<file path="src/rtl/wb_dsize_32to8.sv">
`default_nettype none
// wb_dsize_32to8 -- bridges a 32-bit Wishbone master onto an 8-bit Wishbone slave,
// issuing one byte beat per selected lane in ascending order.  Rev 1.0
module wb_dsize_32to8 #(
  parameter int ADDR_WIDTH = 32
) (
  input  logic                  clk,
  input  logic                  rst,
  input  logic [ADDR_WIDTH-1:0] s_adr_i,
  input  logic [31:0]           s_dat_i,
  input  logic                  s_we_i,
  input  logic [3:0]            s_sel_i,
  input  logic                  s_cyc_i,
  input  logic                  s_stb_i,
  output logic [31:0]           s_dat_o,
  output logic                  s_ack_o,
  output logic                  s_err_o,
  output logic                  s_rty_o,
  output logic [ADDR_WIDTH-1:0] m_adr_o,
  output logic [7:0]            m_dat_o,
  output logic                  m_we_o,
  output logic                  m_sel_o,
  output logic                  m_cyc_o,
  output logic                  m_stb_o,
  input  logic [7:0]            m_dat_i,
  input  logic                  m_ack_i,
  input  logic                  m_err_i,
  input  logic                  m_rty_i
);

  typedef enum logic [1:0] {
    IDLE = 2'd0,
    BEAT = 2'd1,
    RESP = 2'd2
  } state_t;

  state_t                state_q;
  logic [ADDR_WIDTH-3:0] adr_q;
  logic                  we_q;
  logic [3:0]            sel_q;
  logic [31:0]           wdat_q;
  logic [31:0]           rbuf_q;
  logic [1:0]            lane_q;

  logic [1:0]            first_lane;
  logic [1:0]            next_lane;
  logic [3:0]            later_mask;
  logic                  more_lanes;
  logic                  beat_end;
  logic [31:0]           rd_merged;

  function automatic logic [1:0] low_lane(input logic [3:0] m);
    if (m[0]) return 2'd0;
    else if (m[1]) return 2'd1;
    else if (m[2]) return 2'd2;
    return 2'd3;
  endfunction

  // later_mask keeps only selected lanes strictly above the current one.
  always_comb begin
    first_lane = low_lane(s_sel_i);
    later_mask = sel_q & (4'b1110 << lane_q);
    next_lane  = low_lane(later_mask);
    more_lanes = |later_mask;
    beat_end   = !s_cyc_i || m_err_i || m_rty_i || (m_ack_i && !more_lanes);
    rd_merged  = rbuf_q;
    rd_merged[{lane_q, 3'b000} +: 8] = m_dat_i;
  end

  always_ff @(posedge clk or negedge rst) begin
    if (!rst) begin
      state_q <= IDLE;
      adr_q   <= '0;
      we_q    <= 1'b0;
      sel_q   <= 4'b0000;
      wdat_q  <= '0;
      rbuf_q  <= '0;
      lane_q  <= 2'd0;
      s_dat_o <= '0;
      s_ack_o <= 1'b0;
      s_err_o <= 1'b0;
      s_rty_o <= 1'b0;
      m_adr_o <= '0;
      m_dat_o <= '0;
      m_we_o  <= 1'b0;
      m_sel_o <= 1'b0;
      m_cyc_o <= 1'b0;
      m_stb_o <= 1'b0;
    end else begin
      case (state_q)
        IDLE: begin
          if (s_cyc_i && s_stb_i) begin
            adr_q  <= s_adr_i[ADDR_WIDTH-1:2];
            we_q   <= s_we_i;
            sel_q  <= s_sel_i;
            wdat_q <= s_dat_i;
            rbuf_q <= '0;
            if (s_sel_i == 4'b0000) begin
              state_q <= RESP;
              s_ack_o <= 1'b1;
              s_dat_o <= '0;
            end else begin
              state_q <= BEAT;
              lane_q  <= first_lane;
              m_adr_o <= {s_adr_i[ADDR_WIDTH-1:2], first_lane};
              m_dat_o <= s_dat_i[{first_lane, 3'b000} +: 8];
              m_we_o  <= s_we_i;
              m_sel_o <= 1'b1;
              m_cyc_o <= 1'b1;
              m_stb_o <= 1'b1;
            end
          end
        end

        BEAT: begin
          if (beat_end) begin
            m_adr_o <= '0;
            m_dat_o <= '0;
            m_we_o  <= 1'b0;
            m_sel_o <= 1'b0;
            m_cyc_o <= 1'b0;
            m_stb_o <= 1'b0;
          end
          // An abandoned cycle wins over any response arriving with it.
          if (!s_cyc_i) begin
            state_q <= IDLE;
          end else if (m_err_i) begin
            state_q <= RESP;
            s_err_o <= 1'b1;
          end else if (m_rty_i) begin
            state_q <= RESP;
            s_rty_o <= 1'b1;
          end else if (m_ack_i) begin
            if (!we_q) rbuf_q <= rd_merged;
            if (more_lanes) begin
              lane_q  <= next_lane;
              m_adr_o <= {adr_q, next_lane};
              m_dat_o <= wdat_q[{next_lane, 3'b000} +: 8];
            end else begin
              state_q <= RESP;
              s_ack_o <= 1'b1;
              s_dat_o <= we_q ? 32'h0 : rd_merged;
            end
          end
        end

        RESP: begin
          s_ack_o <= 1'b0;
          s_err_o <= 1'b0;
          s_rty_o <= 1'b0;
          s_dat_o <= '0;
          state_q <= IDLE;
        end

        default: state_q <= IDLE;
      endcase
    end
  end

endmodule
`default_nettype wire
</file>
<file path="config.mk">
export PLATFORM = sky130hd
export DESIGN_NAME = wb_dsize_32to8
export DESIGN_NICKNAME = d
export VERILOG_FILES = /design/src/rtl/wb_dsize_32to8.sv
export SDC_FILE = /design/constraint.sdc
export NUM_CORES = 1
export LEC_CHECK = 0
export CELL_PAD_IN_SITES_DETAIL_PLACEMENT = 1
export CELL_PAD_IN_SITES_GLOBAL_PLACEMENT = 2
export CORE_MARGIN = 5
export CORE_UTILIZATION = 36
export DETAILED_ROUTE_END_ITERATION = 8
export PLACE_DENSITY = 0.92
export SLEW_MARGIN = 10
export SYNTH_ARGS = -nofsm -noshare
export SYNTH_HDL_FRONTEND = slang
export SYNTH_SLANG_ARGS = --single-unit
</file>
<file path="constraint.sdc">
create_clock -name clk -period 6.3 [get_ports clk]
set_input_delay 0.945 -clock clk [delete_from_list [all_inputs] [get_ports clk]]
set_output_delay 0.945 -clock clk [all_outputs]
set_load 0.02 [all_outputs]
</file>
==> key figures, run 1 <==
Yosys
  – Yosys warning count: 0
  – Synth area leader: dfrtp_1
  – Sequential share of the synthesized area: a little over half
  – EDFF count, synth: 0
  – Asr flop ratio synth: 100%
  – Synth Area per Inst: 11.9 um2
  – Top cell type's share of synthesized area: between 50 and 60%
  – Synth top cells by count: dfrtp_1 (171), mux2_2 (80), nor2_1 (46), nand2_1 (41), a221o_1 (39)
  – Synth Net Count: 741
  – Synth Cell Area: slightly below 8000 um2
  – Post-synthesis register bit count: roughly 170
  – Top cells by area, synth: dfrtp_1 (55%), mux2_2 (12%), a221o_1 (5.0%)
  – Post-synthesis cell type count: 46
  – Mapped Cells: 652
  – Top FF cell, synth: dfrtp_1
  – Cell with the most instances after synthesis: dfrtp_1

Clock tree
  – # clock sinks: approximately 170
  – CTS Buffer Depth: 2
  – # hold bufs at CTS: 0
  – Worst-Skew Late Latency: 0.44 ns
  – TritonCTS clock tree: built
  – Total CTS buffers: 17
  – Clock H-tree levels: 4
  – Clock transition at path regs: roughly 0.07 ns
  – Setup Fix Bufs, Post-CTS: 0
  – Clock root buffer: clkbuf_16
  – Post_cts resized: 0

Timing
  – Tmin final: 3.57 ns
  – Setup TNS: 0 ns
  – Relative slew margins: 22.8%
  – RSZ-0062 raised after global routing: no
  – Final setup violation count: 0
  – Final Hold Fails: 0
  – Max Freq: 280 MHz
  – Max-slew violation count: 0
  – Measured slew at the worst slew-check pin: roughly 1.2 ns
  – Worst clock skew: approximately 0.019 ns
  – Period utilization: around 57%
  – Final WS setup: between 2 and 3 ns

Global route
  – GR Util All Layers: between 10% and 20%
  – Initial antenna violation count: 0
  – Vias in the first global route: 6,463
  – Grt ovf: 0
  – Largest net degree at the start of global routing: 84
  – First-pass GRT wire length: roughly 36,000 um

Worst setup path
  – RR Startpoint: lane_q[0]
  – Required time of the critical path: ~6.7 ns
  – R2R Setup Slk: 2.95 ns
  – Critical path startpoint category: input pin
  – FF-to-FF path depth: 6
  – Crit-path max FO: 34
  – Setup CP Type: in -> reg
  – Worst R2R End: s_dat_o[24]
  – CP Data Arrival Time: between 3 and 4 ns
  – Crit path capture: m_adr_o[22]
  – CP endpoint kind: flip-flop
  – Worst setup startpoint: s_sel_i[2]

Detailed routing
  – Wire length per cell: a little over 20 um
  – Drt total wl: 22,000 um
  – Via density: ~5.5
  – Routed Antenna Nets: 0
  – Initial DRC Count: around 230
  – Number of remaining DRC errors: 0
  – Routed vias: roughly 5,900
  – DR pass1 iterations: 4

Placement
  – RD Place Congestion: 0.731
  – Hpwl dp: approximately 15,000 um
  – PortBufs: 160
  – Setup slack at placement: ~2.2 ns

Hold path
  – Cells on Worst Hold Path: 2
  – Hold Path Class: reg -> reg

Floorplan
  – Rows: 53
  – Total die area: roughly 25,000 um2
  – Die width: between 150 and 200 um
  – Top-Level Pins: about 160
  – Starting density of the core: 36.8%
  – Floorplan core area: around 21,000 um2
  – DIE HEIGHT: approximately 160 um

Power
  – Static Leak: between 4 and 5 nW
  – PD cells: 316 nW/um2
  – VDD IR max: 223 uV

Layout
  – Sequential cell area: 4280 um2
  – Share of cells above drive strength 1: between 10% and 20%
  – Area Overhead vs Synth: 30.5%
  – NumNets Final: between 800 and 900
  – Antenna cells: 0
  – Area of the multi-input gates: roughly 3200 um2
  – FILL cells: between 2,000 and 2,500

Run
  – Max-Cap Viols: 0

Outcome
  – Run status: finished clean
routing by layer:
layer / vias up / wire length (um) / track usage (%)
met4: 0 / 233 / 4.88
met1: 3022 / 9310 / 22.9
met5: - / 0 / 0
met2: 155 / 10600 / 30.0
met3: 15 / 1840 / 7.09
li1: 2699 / - / -
flip-flops by register name, indices dropped and copies added (netlist names):
signal   cells
adr_q       30
lane_q       2
m_adr_o     32
m_dat_o      8
m_stb_o      1
m_we_o       1
rbuf_q      32
s_ack_o      1
s_dat_o     32
s_err_o      1
s_rty_o      1
sel_q        3
state_q      2
wdat_q      24
we_q         1
cells in the final DEF, fill, tap and decap left out, drive strengths merged, types with 5 or more instances in the layout:
master	synthesis	layout
mux2	90	90
and3	31	31
inv	9	13
buf	24	9
nor2	46	46
dfrtp	171	171
o22ai	12	12
o21ai	38	38
a32oi	32	32
clkinv	1	6
nand2b	5	5
mux2i	18	18
ha	5	5
nand2	41	41
a221o	39	39
a211oi	8	8
and3b	8	8
clkbuf	30	19
a21oi	13	13
clkdlybuf4s50	0	159
where the power goes:
part | switching (mW) | total (mW) | internal, mW
Sequential | 0.124 | 1.38 | 1.26
Combinational | 0.406 | 0.770 | 0.364
Clock | 0.457 | 1.07 | 0.609
Total | 0.987 | 3.21 | 2.23
worst min path at each step:
stage / slack, ns / from / endpoint
after CTS: 0.48 / rbuf_q[23] / rbuf_q[23]
after global routing: 0.50 / s_dat_o[1] / s_dat_o[1]
final: 0.48 / rbuf_q[18] / rbuf_q[18]
after global placement: 0.46 / rbuf_q[15] / rbuf_q[15]
after floorplan: 0.45 / rbuf_q[15] / rbuf_q[15]
after detailed placement: 0.47 / rbuf_q[23] / rbuf_q[23]
per-stage QoR:
stage	total power [mW]	hold slack (ns)	instances	util, %	cell area [um2]
2_1_floorplan	1.82	0.450	652	-	7780
3_3_place_gp	2.15	0.462	1041	45.2	9570
3_5_place_dp	2.17	0.471	1041	45.2	9570
4_1_cts	3.25	0.485	1072	48.0	10200
5_1_grt	3.39	0.500	1072	48.0	10200
6_report	3.21	0.484	1072	48.0	10200
cell type report:
| class | instances | share of cell area, % |
|---|---|---|
| Timing Repair Buffer | 168 | 16.4 |
| Sequential cell | 171 | 42.1 |
| Inverter | 10 | 0.369 |
| Tap cell | 275 | 3.39 |
| Multi-Input combinational cell | 417 | 32.0 |
| Clock buffer | 19 | 4.46 |
| Clock inverter | 12 | 1.35 |
cell families (layout without fill, tap and decap cells):
logic type | count (synthesis) | after routing | share of synthesized area (%)
fa+ha+maj | 5 | 5 | 0.804
mux | 108 | 108 | 15.3
simple gates | 151 | 151 | 10.0
flops | 171 | 171 | 55.0
compound gates | 153 | 153 | 15.1
buf+inv | 64 | 209 | 3.76
worst max-delay path, stage by stage:
cell and delay, ns:
clkdlybuf4s50_1 0.78, or4_1 0.57, buf_4 0.26, and2_1 0.32, o22ai_4 0.40, buf_4 0.41
a221o_1 0.23
Note: power is estimated with default switching activity, not from simulation.
==> run 2, diff against run 1 <==
--- a/config.mk
+++ b/config.mk
@@ -8,9 +8,9 @@
 export CELL_PAD_IN_SITES_DETAIL_PLACEMENT = 1
 export CELL_PAD_IN_SITES_GLOBAL_PLACEMENT = 2
 export CORE_MARGIN = 5
-export CORE_UTILIZATION = 36
+export CORE_UTILIZATION = 30
 export DETAILED_ROUTE_END_ITERATION = 8
-export PLACE_DENSITY = 0.92
+export PLACE_DENSITY = 0.83
 export SLEW_MARGIN = 10
 export SYNTH_ARGS = -nofsm -noshare
 export SYNTH_HDL_FRONTEND = slang
==> constraint.sdc (replaced) <==
create_clock -name clk -period 3.2 [get_ports clk]
set_input_delay 0.48 -clock clk [delete_from_list [all_inputs] [get_ports clk]]
set_output_delay 0.48 -clock clk [all_outputs]
set_load 0.02 [all_outputs]
==> key figures, run 2 (synthesis gave the netlist of run 1 again) <==
Worst setup path
  – CP Data Arrival Time: 3.02 ns (-0.92 ns)
  – Worst R2R End: s_dat_o[27]
  – CP endpoint kind: flip-flop
  – Setup CP Type: reg -> reg
  – Crit-path max FO: 33 (-2.9%)
  – Buffers and inverters on the worst path: 0 (-3)
  – Crit path capture: s_dat_o[27]
  – Critical path startpoint category: flip-flop
  – Worst-path cell chain: ha_1 -> nand2b_1 -> and3_1 -> a31oi_4 -> mux2_2
  – CP max-delay cell: a31oi_4
  – RR Startpoint: lane_q[0]
  – Crit-path max cell delay: 0.98 ns (+0.20 ns)
  – Required time of the critical path: 3.50 ns (-3.16 ns)
  – FF-to-FF path depth: 5 (-1)
  – Stages on worst setup path: 5 (-2)
  – R2R Setup Slk: 0.49 ns (-2.46 ns)
  – Worst setup startpoint: lane_q[0]
  – Cell family with most CP delay: compound AO/OA/AOI/OAI gates

Global route
  – First-pass GRT wire length: 36,100 um (+1.6%)
  – GR Util All Layers: 15.7% (-2.6 points)
  – Vias in the first global route: 6,197 (-4.1%)
  – Grt ovf: 0 (unchanged)
  – Largest net degree at the start of global routing: 88 (+4.8%)
  – Initial antenna violation count: 1 (+1)

Detailed routing
  – Met2 WL post-DR: 10,300 um (-2.7%)
  – Drt total wl: 22,900 um (+4.2%)
  – Via density: 5.12 (-6.9%)
  – Top Layer Used: met5
  – Routed Antenna Nets: 0 (unchanged)
  – Metal3 WL: 1880 um (+2.2%)
  – Number of remaining DRC errors: 0 (unchanged)
  – M1 WL: 10,500 um (+13%)
  – Initial DRC Count: 283 (+21%)
  – DR pass1 iterations: 4 (unchanged)
  – Wire length per cell: 19.9 um (-2.9%)
  – Routed vias: 5,885 (-0.10%)

Layout
  – Final Cell Area: 10,400 um2 (+2.4%)
  – Share of cells above drive strength 1: 17.7% (+1.5 points)
  – Sequential cell area: 4280 um2 (unchanged)
  – Most common cell after layout, fill and taps aside: dfrtp_1
  – NumNets Final: 889 (+1.7%)
  – FILL cells: 2,814 (+27%)
  – Area Overhead vs Synth: 33.7%
  – Regs by FF count: m_adr_o: 32 flops, rbuf_q: 32 flops, s_dat_o: 32 flops
  – Commonest cells after routing, fill and taps aside: dfrtp_1 (171), clkdlybuf4s50_1 (159), mux2_2 (80)
  – Area of the multi-input gates: 3250 um2 (+0.15%)

Floorplan
  – Starting density of the core: 30.1% (-6.7 points)
  – Die width: 171 um (+8.9%)
  – Total die area: 29,300 um2 (+19%)
  – Top-Level Pins: 163 (unchanged)
  – Floorplan core area: 25,800 um2 (+22%)
  – DIE HEIGHT: 171 um (+8.9%)
  – Rows: 59 (+11%)

Timing
  – Period utilization: a little over four fifths
  – RSZ-0062 raised after global routing: no
  – Relative slew margins: 21.4% (-1.4 points)
  – Worst clock skew: 0.0138 ns (-0.00467 ns)
  – Final Hold Fails: 0 (unchanged)
  – Final WS setup: 0.487 ns (-2.24 ns)
  – Measured slew at the worst slew-check pin: 1.18 ns (+0.0203 ns)
  – Final setup violation count: 0 (unchanged)
  – Tmin final: around 2.7 ns
  – Setup TNS: 0 ns (unchanged)
  – Max-slew violation count: 0 (unchanged)
  – Max Freq: between 300 and 400 MHz

Outcome
  – Run status: finished clean

Placement
  – Setup slack at placement: 0.193 ns (-2.03 ns)
  – RD Place Congestion: 0.734 (+0.47%)
  – PortBufs: 160 (unchanged)
  – Hpwl dp: 15,500 um (+5.2%)
  – Post-DP Area: 9800 um2 (+2.3%)

Run
  – Max-Cap Viols: 0 (unchanged)

Clock tree
  – CTS Buffer Depth: 2 (unchanged)
  – Clock transition at path regs: 0.07 ns (about the same)
  – Clock H-tree levels: 4 (unchanged)
  – # hold bufs at CTS: 0 (unchanged)
  – # clock sinks: 171 (unchanged)
  – Total CTS buffers: 17 (unchanged)
  – Setup Fix Bufs, Post-CTS: 0 (unchanged)
  – Post_cts resized: 0 (unchanged)
  – Clock root buffer: clkbuf_16
  – TritonCTS clock tree: built
  – Worst-Skew Late Latency: 0.43 ns (about the same)

Power
  – VDD IR max: 260 uV (+16%)
  – Static Leak: 4.52 nW (+1.9%)
  – PD cells: 619 nW/um2 (+96%)

Hold path
  – Hold Path Class: in -> async
run 2: cell types whose count changed in the layout (fill, tap and decap cells not counted), sizes merged:
cell      previous run  this run
clkinvlp             1         2
diode                0         2
buf                  9        24
inv                 13        15
clkinv               6         4
run 2: per-stage QoR:
stage,total power [mW],hold WS (ns),util (%),cells
finish,6.44,0.0588,40.3,1150
detailed placement,4.34,0.472,37.9,1116
floorplan,3.59,0.184,-,652
global route,6.76,0.0936,40.3,1148
CTS,6.52,0.0693,40.2,1148
global placement,4.29,0.462,37.9,1116
run 2: power breakdown:
group,switching (mW),total [mW],internal [mW]
clock network,0.957,2.15,1.20
registers,0.210,2.68,2.47
logic,0.854,1.61,0.754
run 2: layout make-up:
cell class              instances  area share, %
clock buffers                  19           4.26
repair buffers                183           17.4
well taps                     335           4.03
diodes                          2         0.0481
multi-input cells             417           31.3
flip-flops and latches        171           41.1
inverters                      10          0.361
clock inverters                13           1.49
run 2: layer usage:
layer / track usage [%] / vias to the layer above
li1: - / 2734
met1: 21.4 / 2987
met2: 23.7 / 146
met3: 6.03 / 16
met4: 3.72 / 2
met5: 0 / -
run 2: how the worst min path moves through the flow:
stage / slack [ns] / to / cells past startpoint / start
floorplan: 0.18 / adr_q[0] / 0 / rst
finish: 0.06 / rbuf_q[11] / 1 / rst
global route: 0.09 / rbuf_q[13] / 1 / rst
global placement: 0.46 / rbuf_q[12] / 2 / rbuf_q[12]
CTS: 0.07 / rbuf_q[11] / 1 / rst
detailed placement: 0.47 / rbuf_q[16] / 2 / rbuf_q[16]
==> run 3, diff against run 2 <==
==> constraint.sdc (replaced) <==
create_clock -name clk -period 2.39 [get_ports clk]
set_input_delay 0.3585 -clock clk [delete_from_list [all_inputs] [get_ports clk]]
set_output_delay 0.3585 -clock clk [all_outputs]
set_load 0.02 [all_outputs]
==> key figures, run 3 (synthesis gave the netlist of run 1 again) <==
Outcome
  – Run status: finished clean

Worst setup path
  – Crit-path max FO: 16 (-52%)
  – Required time of the critical path: 2.71 ns (-0.79 ns)
  – Buffers and inverters on the worst path: 0 (unchanged)
  – CP Data Arrival Time: 2.58 ns (-0.44 ns)
  – FF-to-FF path depth: 5 (unchanged)
  – Crit-path max cell delay: 0.65 ns (-0.33 ns)
  – Cell family with most CP delay: compound AO/OA/AOI/OAI gates
  – CP endpoint kind: flip-flop
  – Critical path startpoint category: flip-flop
  – CP max-delay cell: a31oi_4
  – Worst R2R End: s_dat_o[29]
  – R2R Setup Slk: 0.13 ns (-0.36 ns)
  – Crit path capture: s_dat_o[29]
  – Worst setup startpoint: lane_q[0]
  – Setup CP Type: reg -> reg
  – Worst-path cell chain: ha_1 -> nand2b_1 -> and3_1 -> a31oi_4 -> mux2_2
  – RR Startpoint: lane_q[0]
  – Stages on worst setup path: 5 (unchanged)

Clock tree
  – CTS Buffer Depth: 2 (unchanged)
  – Total CTS buffers: 17 (unchanged)
  – Worst-Skew Late Latency: 0.44 ns (about the same)
  – Clock H-tree levels: 4 (unchanged)
  – Clock root buffer: clkbuf_16
  – # clock sinks: 171 (unchanged)
  – Clock transition at path regs: 0.08 ns (about the same)
  – TritonCTS clock tree: built

Placement
  – PortBufs: 160 (unchanged)
  – RD Place Congestion: 0.747 (+1.8%)
  – Dpl cells: 1,135 (+1.7%)
  – Setup slack at placement: -0.350 ns (-0.543 ns)
  – Hpwl dp: 15,500 um (+0.35%)

Global route
  – Largest net degree at the start of global routing: 65 (-26%)
  – Grt ovf: 0 (unchanged)
  – GR Util All Layers: 16.1% (+0.42 points)
  – First-pass GRT wire length: 36,900 um (+2.2%)
  – Vias in the first global route: 6,431 (+3.8%)
  – Initial antenna violation count: 2 (+1)

Power
  – Static Leak: 4.65 nW (+2.9%)
  – Final Total Pwr: 8.71 mW (+35%)
  – PD cells: 817 nW/um2 (+32%)
  – VDD IR max: 402 uV (+54%)

Detailed routing
  – Routed Antenna Nets: 0 (unchanged)
  – Initial DRC Count: 309 (+9.2%)
  – Number of remaining DRC errors: 0 (unchanged)
  – DR pass1 iterations: 4 (unchanged)
  – Wire length per cell: 19.9 um (about the same)
  – Drt total wl: 23,300 um (+1.7%)
  – Routed vias: 6,065 (+3.1%)
  – Via density: 5.19 (+1.4%)

Floorplan
  – Die width: 171 um (unchanged)
  – DIE HEIGHT: 171 um (unchanged)
  – Starting density of the core: 30.1% (unchanged)
  – Total die area: 29,300 um2 (unchanged)
  – Rows: 59 (unchanged)
  – Floorplan core area: 25,800 um2 (unchanged)
  – Top-Level Pins: 163 (unchanged)

Hold path
  – Hold Path Class: in -> async

Layout
  – Commonest cells after routing, fill and taps aside: dfrtp_1 (171), clkdlybuf4s50_1 (159), mux2_2 (80)
  – Final std cells w/o fill: 1,169 (+1.7%)
  – Share of cells above drive strength 1: 19.9% (+2.2 points)
  – FILL cells: 2,776 (-1.4%)
  – Antenna cells: 0 (-2)
  – Most common cell after layout, fill and taps aside: dfrtp_1
  – NumNets Final: 910 (+2.4%)
  – Regs by FF count: m_adr_o: 32 flops, rbuf_q: 32 flops, s_dat_o: 32 flops
  – Area Overhead vs Synth: 36.9%

Timing
  – Max-slew violation count: 0 (unchanged)
  – Period utilization: 94.6% (+9.8 points)
  – Worst clock skew: 0.0172 ns (+0.00342 ns)
  – Measured slew at the worst slew-check pin: 0.761 ns (-0.417 ns)
  – Final Hold Fails: 0 (unchanged)
  – Hold WS: 0.417 ns (+0.358 ns)
  – RSZ-0062 raised after global routing: no
  – Max Freq: 442 MHz (+20%)
  – Tmin final: 2.26 ns (-0.453 ns)
  – Final WS setup: 0.130 ns (-0.357 ns)
  – Final setup violation count: 0 (unchanged)
  – Relative slew margins: 49.3% (+28 points)

Run
  – Max-Cap Viols: 0 (unchanged)
## run 3: per-layer routing
layer | GRT usage, % | routed length (um) | vias to the layer above
li1 | - | - | 2784
met1 | 21.1 | 10200 | 3071
met2 | 24.9 | 10600 | 177
met3 | 6.17 | 2100 | 29
met4 | 4.89 | 401 | 4
met5 | 0 | 27 | -
## run 3: area by class of cell
| cell class | count | area, um2 | area share, % |
|---|---|---|---|
| clock buffers | 17 | 425 | 3.99 |
| clock inverters | 15 | 178 | 1.67 |
| inverters | 10 | 37.5 | 0.352 |
| multi-input cells | 418 | 3300 | 30.9 |
| flip-flops and latches | 171 | 4280 | 40.2 |
| well taps | 335 | 419 | 3.93 |
| repair buffers | 203 | 2020 | 19.0 |
## run 3: report_power, final
group / internal [mW] / total [mW] / switching [mW] / leakage [nW]
logic: 1.11 / 2.32 / 1.21 / 2.16
registers: 3.31 / 3.58 / 0.267 / 2.20
clock network: 1.41 / 2.82 / 1.40 / 0.294
## run 3: per-stage QoR
| stage | util, % | instance area [um2] | setup TNS (ns) |
|---|---|---|---|
| after CTS | 41.1 | 10600 | 0 |
| after global placement | 38.7 | 9990 | -14.12 |
| after floorplan | - | 7780 | 0 |
| final | 41.2 | 10700 | 0 |
| after detailed placement | 38.7 | 9990 | -16.03 |
| after global routing | 41.2 | 10700 | 0 |
## run 3: worst min-delay path by stage
stage	slack, ns	endpoint	cells after the start	startpoint
4_1_cts	0.43	s_dat_o[12]	2	rst
6_report	0.42	s_dat_o[11]	2	rst
2_1_floorplan	0.06	adr_q[0]	0	rst
3_5_place_dp	0.33	s_dat_o[8]	1	rst
5_1_grt	0.44	adr_q[16]	2	rst
3_3_place_gp	0.33	s_dat_o[12]	1	rst
## run 3: worst register-to-register path, delay by kind of cell (launching register included)
family / cells / cell delay, ns
AND/OR/NAND/NOR: 2 / 0.46
multiplexers: 1 / 0.41
AO/OA/AOI/OAI: 1 / 0.65
adder cells (fa/ha/maj): 1 / 0.22
flip-flops: 1 / 0.41
## run 3: timing repair
item | in CTS | in global routing
hold buffers | 1 | 0
setup buffers | 0 | 0
gates resized for setup | 2 | 4
pin swaps | 1 | 0
gates cloned | 1 | 0
endpoints found under the setup margin | 41 | 49
endpoints found under the hold margin | 43 | 0
